==> config.mk <==
export PLATFORM = sky130hd
export DESIGN_NAME = uart_word_tx_serializer
export DESIGN_NICKNAME = d
export VERILOG_FILES = /design/src/rtl/uart_word_tx_serializer.sv
export SDC_FILE = /design/constraint.sdc
export NUM_CORES = 1
export LEC_CHECK = 0
export CORE_MARGIN = 8
export CORE_UTILIZATION = 45
export DETAILED_ROUTE_END_ITERATION = 8
export MAX_ROUTING_LAYER = met4
export PLACE_DENSITY = 0.7
export SYNTH_ARGS = -nofsm -noshare
export SYNTH_HDL_FRONTEND = slang
export SYNTH_SLANG_ARGS = --single-unit
==> constraint.sdc <==
create_clock -name clk -period 2.7 [get_ports clk]
set_clock_uncertainty 0.2 [all_clocks]
set_input_delay 0.405 -clock clk [delete_from_list [all_inputs] [get_ports clk]]
set_output_delay 0.405 -clock clk [all_outputs]
set_load 0.01 [all_outputs]
==> src/rtl/uart_word_tx_serializer.sv <==
// Serializes one accepted multi-byte word into a sequence of UART TX byte requests,
// waiting for the transmitter's busy handshake (or an ack timeout) between bytes.
module uart_word_tx_serializer #(
  parameter int WORD_BYTES  = 8,
  parameter int MSB_FIRST   = 1,
  parameter int ACK_TIMEOUT = 16
) (
  input  logic                    clk,
  input  logic                    resetn,
  input  logic [8*WORD_BYTES-1:0] word_in,
  input  logic                    word_valid,
  output logic                    word_ready,
  output logic [7:0]              uart_tx_data,
  output logic                    uart_tx_en,
  input  logic                    uart_tx_busy,
  output logic                    word_done,
  output logic                    ack_err
);

  localparam int WORD_W = 8 * WORD_BYTES;
  localparam int CNT_W  = (WORD_BYTES > 1) ? $clog2(WORD_BYTES) : 1;
  localparam int TMR_W  = $clog2(ACK_TIMEOUT + 1);
  localparam logic [CNT_W-1:0] LAST_BYTE = CNT_W'(WORD_BYTES - 1);
  localparam logic [TMR_W-1:0] TMR_LIMIT = TMR_W'(ACK_TIMEOUT);

  typedef enum logic [1:0] {IDLE, SEND, WAIT_ACK, WAIT_DONE} state_t;

  state_t            state, state_d;
  logic [CNT_W-1:0]  byte_cnt, byte_cnt_d;
  logic [WORD_W-1:0] shift_reg, shift_d;
  logic [TMR_W-1:0]  ack_tmr, ack_tmr_d;
  logic [7:0]        tx_data_d;
  logic              tx_en_d, done_d, err_d, finish_byte;

  function automatic logic [7:0] cur_byte(input logic [WORD_W-1:0] s);
    if (MSB_FIRST != 0) return s[WORD_W-1 -: 8];
    else                return s[7:0];
  endfunction

  function automatic logic [WORD_W-1:0] next_shift(input logic [WORD_W-1:0] s);
    if (MSB_FIRST != 0) return s << 8;
    else                return s >> 8;
  endfunction

  assign word_ready = (state == IDLE);

  always_comb begin
    state_d     = state;
    byte_cnt_d  = byte_cnt;
    shift_d     = shift_reg;
    ack_tmr_d   = ack_tmr;
    tx_data_d   = uart_tx_data;
    tx_en_d     = 1'b0;
    done_d      = 1'b0;
    err_d       = ack_err;
    finish_byte = 1'b0;
    case (state)
      IDLE: begin
        if (word_valid) begin
          shift_d    = word_in;
          byte_cnt_d = '0;
          err_d      = 1'b0;
          state_d    = SEND;
        end
      end
      SEND: begin
        if (!uart_tx_busy) begin
          tx_data_d = cur_byte(shift_reg);
          tx_en_d   = 1'b1;
          ack_tmr_d = '0;
          state_d   = WAIT_ACK;
        end
      end
      WAIT_ACK: begin
        if (uart_tx_busy) begin
          state_d = WAIT_DONE;
        end else if ((ack_tmr + TMR_W'(1)) == TMR_LIMIT) begin
          // No response from the transmitter: flag it and move on as if sent.
          err_d       = 1'b1;
          finish_byte = 1'b1;
        end else begin
          ack_tmr_d = ack_tmr + TMR_W'(1);
        end
      end
      WAIT_DONE: begin
        if (!uart_tx_busy) finish_byte = 1'b1;
      end
      default: state_d = IDLE;
    endcase
    if (finish_byte) begin
      if (byte_cnt == LAST_BYTE) begin
        done_d  = 1'b1;
        state_d = IDLE;
      end else begin
        shift_d    = next_shift(shift_reg);
        byte_cnt_d = byte_cnt + CNT_W'(1);
        state_d    = SEND;
      end
    end
  end

  always_ff @(posedge clk or negedge resetn) begin
    if (!resetn) begin
      state        <= IDLE;
      byte_cnt     <= '0;
      shift_reg    <= '0;
      ack_tmr      <= '0;
      uart_tx_data <= '0;
      uart_tx_en   <= 1'b0;
      word_done    <= 1'b0;
      ack_err      <= 1'b0;
    end else begin
      state        <= state_d;
      byte_cnt     <= byte_cnt_d;
      shift_reg    <= shift_d;
      ack_tmr      <= ack_tmr_d;
      uart_tx_data <= tx_data_d;
      uart_tx_en   <= tx_en_d;
      word_done    <= done_d;
      ack_err      <= err_d;
    end
  end

endmodule

### Word level (Yosys, flattened, before mapping)

Cells that the tools add are included.

* add/subtract/negate cells: 2
* $mul: 0
* divide/modulo/power cells: 0
* order comparisons: 0
* equality and inequality tests: 13
* shift operators: 0
* mux-type cells: 29
* bitwise logic cells: 1
* reduce and logical (&&, ||, !) cells: 8

Operators by type and width (count)
* 64-bit 2-to-1 mux: 4
* 5-bit 2-to-1 mux: 3
* 3-bit 2-to-1 mux: 4
* 4-bit AND reduction: 3
* 1-bit 2-to-1 mux: 10
* 2-bit inequality test, second input constant: 5
* 5-bit case mux with 2 select lines: 1
* 2-bit 2-to-1 mux: 4
* 3-bit inequality test, second input constant: 2
* 2-bit case mux with 3 select lines: 1
* 5-bit by 1-bit adder with 5-bit output, second input constant: 1
* 5-bit equality test, second input constant: 1
* 2-bit equality test, second input constant: 2
* 1-bit case mux with 2 select lines: 2
* 2-bit nonzero test: 2
* 4-bit nonzero test: 1
* 3-bit by 1-bit adder with 3-bit output, second input constant: 1
* 3-bit equality test, second input constant: 1
* 3-bit by 2-bit inequality test with 1-bit output, second input constant: 1
* 2-bit by 1-bit equality test with 1-bit output, second input constant: 1
* 2-bit zero test: 1
* 2-bit AND reduction: 1
* 1-bit NOT: 1

* register bits after elaboration: 85
* latch bits: 0
* memory bits (writable): 0
* memory bits (read-only): 0
* input port bits: 68
* output and inout port bits: 12
* logic and storage cells: 61
* memories: 0

### Longest topological paths before layout

* depth after elaboration: 7
* depth in mapped cells: 9
* depth with buffers taken out: 7

### Least setup slack after synthesis

No wires, ideal clock.

* path kind: reg-to-reg
* start: register ack_tmr[0]
* end: register shift_reg[15]
* library setup time: 0.141 ns
* arrival: 1.925 ns
* data required time: 2.359 ns
* slack: 0.434 ns
* cell stages (with the launch flop): 9
* clock period less this slack: 2.266 ns
* cells stage by stage: dfrtp_1 -> ha_1 -> or4b_1 -> o31ai_2 -> a41oi_2 -> buf_6 -> clkbuf_1 -> nor2_1 -> a31oi_1

* word-level cells in the longest chain between the ends: 6

RTL lines
* from (decl): RTL line 31 `logic [TMR_W-1:0] ack_tmr, ack_tmr_d;`
* from (signal assigned): RTL line 116 `ack_tmr <= ack_tmr_d;`
* 5-bit by 1-bit adder with 5-bit output: RTL line 77 `end else if ((ack_tmr + TMR_W'(1)) == TMR_LIMIT) begin`
* 5-bit equality test: RTL line 77
* 1-bit 2-to-1 mux: RTL line 77
* 1-bit 2-to-1 mux: RTL line 75 `if (uart_tx_busy) begin`
* 1-bit case mux with 2 select lines: RTL line 57 `case (state)`
* 64-bit 2-to-1 mux: RTL line 90 `if (finish_byte) begin`
* via shift_d[15]: RTL line 30 `logic [WORD_W-1:0] shift_reg, shift_d;`
* to (signal assigned): RTL line 115 `shift_reg <= shift_d;`
* to (decl): RTL line 30

The timed path passes the listed nets, and every way through them passes these cells.
A chain may end at the register's enable or synchronous reset.

### Worst setup path in the final report

* start: register ack_tmr[0]
* end: register shift_reg[17]

The elaborated chain is that of the path after synthesis.

==> impl_metrics.json <==
{
  "outcome": "finished clean",
  "io_pins": 80,
  "yosysTopAreaCellShare_pct": 53.5,
  "switchingPower_mw": 1.81,
  "syn_area_um2": 3980,
  "rr_startpoint": "ack_tmr[0]",
  "cp-start-kind": "register",
  "crit_buf_inv": 1,
  "synth_area_leaders": "dfrtp_1 54%, nand2_1 12%, a31oi_1 9.0%, nor2_1 6.0%, ha_1 2.8%",
  "grt_pass1_vias": 3234,
  "slowest_stage": "or4b_1",
  "worstMarginPinSlew_ps": 579,
  "yosys_most_used_dff": "dfrtp_1",
  "synthDistinctLibCells": 36,
  "vias_per_cell": 5.24,
  "cpLargestDelayFamily": "simple AND/OR/NAND/NOR gates",
  "gp_congestion": 0.842,
  "die_x_um": 110,
  "cts_tree": "built",
  "worst-r2r-setup-slack_ps": 150,
  "htreeDepth": 3,
  "period_needed_ps": 2550,
  "cp_slowest_stage_delay_ps": 500,
  "hold_violations": 0,
  "fmax_mhz": 392,
  "maxCapViolCount": 0,
  "timing.hold.ws_ps": 308,
  "synth_edf_count": 0,
  "power_frac_comb_pct": 37.0,
  "r2r-end": "shift_reg[17]",
  "numCtsBuffers": 9,
  "power.density_nw_per_um2": 991,
  "multi_input_area_um2": 1690,
  "antenna_found_initial": 0,
  "rows": 34,
  "synth_area_per_cell_um2": 8.91,
  "worstHoldEndpoint": "byte_cnt[0]",
  "ff_latch_area_um2": 2130,
  "rr_worst_depth": 7,
  "die_y_um": 110,
  "hpwl_um": 6350,
  "grt_pass1_wl_um": 15300,
  "clkTransAtPathRegs_ps": 90,
  "vias": 3293,
  "p_leak_nw": 2.27,
  "wl_per_cell_um": 14.4,
  "synth_seq_cells": 85,
  "post_cts_buffers": 0,
  "rsz0062_at_grt": "false",
  "end_kind": "register",
  "syn2layout_area_growth_pct": 27.8,
  "dr.pass1.iters": 6,
  "cp.required_ps": 2720,
  "seqPwrFrac_pct": 44.5,
  "yosysSeqAreaShare_pct": 53.5,
  "setup_viol": 0,
  "max-vdd-ir-drop_mv": 0.403,
  "switching_share_pct": 35.9,
  "port_buffers": 79,
  "drcViolationCount": 0,
  "synth_nets": 523,
  "antenna_cells": 0,
  "min_path_type": "register to register",
  "min_from": "byte_cnt[0]",
  "yosys_warnings": 0,
  "ctsLongestPathBuffers": 2,
  "cp_cell_sequence": "ha_1 > or4b_1 > o31ai_2 > a41oi_4 > buf_12 > nor2_1 > a31oi_1",
  "maxSlewViolCount": 0,
  "path_max_fanout": 118,
  "initial_utilization_pct": 46.0,
  "nets": 593,
  "slew_headroom_pct": 61.2,
  "drt_iter0_drc": 159,
  "drive_above_1_share_pct": 8.06,
  "dp_cells": 612,
  "async_flop_share_pct": 100,
  "clkSinkCount": 85,
  "holdPathStages": 1,
  "p_int_mw": 3.22,
  "largest_reg_flops": 64,
  "path_class": "register to register",
  "clock_latency_ps": 360,
  "final_cell_count_no_fill": 629,
  "synth_area_leader_cell": "dfrtp_1",
  "clk_root_buffer_cell": "clkbuf_8",
  "p_total_mw": 5.03,
  "final_antenna_net_count": 0,
  "globalRoute.totalOverflow": 0,
  "fin_crit_sh_pct": 94.5,
  "fillCellCount": 766,
  "wl_um": 9060,
  "pre_cts_ws_ps": 199,
  "arrival_ps": 2570,
  "core-area_um2": 8640,
  "die_area_um2": 12100,
  "grt_usage_pct": 16.4,
  "synthCells": 446,
  "tns_ps": 0,
  "p_clk_share_pct": 18.5,
  "layout_setup_ws_ps": 148,
  "grt_start_max_net_pins": 119
}
==> final cells by class <==
type | instances | share of cell area (%)
Multi-Input combinational cell | 324 | 33.3
Timing Repair Buffer | 89 | 17.5
Clock buffer | 9 | 2.44
Tap cell | 108 | 2.66
Sequential cell | 85 | 41.9
Inverter | 7 | 0.517
Clock inverter | 7 | 1.65
==> worst register-to-register path, delay by kind of cell (launching register included) <==
kind                     cells  cell delay [ps]
AO/OA/AOI/OAI                3              430
adder cells (fa/ha/maj)      1              280
buffers and inverters        1              270
flip-flops                   1              460
AND/OR/NAND/NOR              2              770
==> per-stage QoR <==
| step | utilization (%) | area [um2] |
|---|---|---|
| 6_report | 58.8 | 5080 |
| 5_1_grt | 58.8 | 5080 |
| 4_1_cts | 58.8 | 5080 |
| 3_5_place_dp | 56.3 | 4860 |
| 3_3_place_gp | 56.3 | 4860 |
| 2_1_floorplan | - | 3980 |
==> kinds of logic (layout without fill, tap and decap cells) <==
family	count (synthesis)	after routing	share of synthesized area (%)
AOI/OAI and AO/OA	88	88	14.4
xor gates and xnor gates	1	1	0.220
adders and majority gates	9	9	2.83
buffers and inverters	37	112	4.31
DFF	85	85	53.5
muxes	12	12	3.31
and+or+nand+nor	214	214	21.4
==> power groups by stage <==
stage	Clock, mW	Sequential, mW	Combinational (mW)
final	0.930	2.24	1.86
after detailed placement	0	2.26	1.87
after global placement	0	2.24	1.80
after floorplan	0	2.19	1.32
after CTS	0.954	2.24	1.88
after global routing	1.01	2.32	2.12
==> how the worst max path moves through the flow <==
stage	cells after the start	to	from	slack [ps]
floorplan	8	shift_reg[15]	ack_tmr[0]	430
global placement	7	shift_reg[17]	ack_tmr[0]	240
detailed placement	7	shift_reg[17]	ack_tmr[0]	200
CTS	7	shift_reg[17]	ack_tmr[0]	180
global route	7	shift_reg[17]	ack_tmr[0]	40
finish	7	shift_reg[17]	ack_tmr[0]	150
==> routing by layer <==
layer,global-route usage [%],up-vias,routed length [um]
met3,3.31,11,442
met1,22.1,1553,4330
met4,6.56,0,144
met5,-,-,0
li1,-,1647,-
met2,23.7,82,4140
==> Yosys cell counts, types with 3 or more instances <==
cell type / n
nand2_1: 130
dfrtp_1: 85
nor2_1: 64
a31oi_1: 57
clkbuf_1: 23
a21oi_1: 14
ha_1: 9
mux2_2: 9
nand3_1: 8
inv_1: 7
buf_6: 4
a22o_1: 3
mux2i_1: 3
nand2b_1: 3
o21ai_0: 3
==> repair_timing <==
action,CTS,global route
resized for setup,0,0
hold buffers,1,0
endpoints found under the hold margin,44,0
==> cells in the final DEF, fill, tap and decap left out, drive strengths merged, types with 4 or more instances in the layout <==
cell,synthesis,layout
clkinv,0,4
a21oi,14,14
dfrtp,85,85
a31oi,57,57
nand3,8,8
inv,7,9
buf,7,10
nand2,130,130
clkdlybuf4s50,0,78
ha,9,9
nor2,64,64
clkbuf,23,9
mux2,9,9
(Power assumes the default switching activity.)
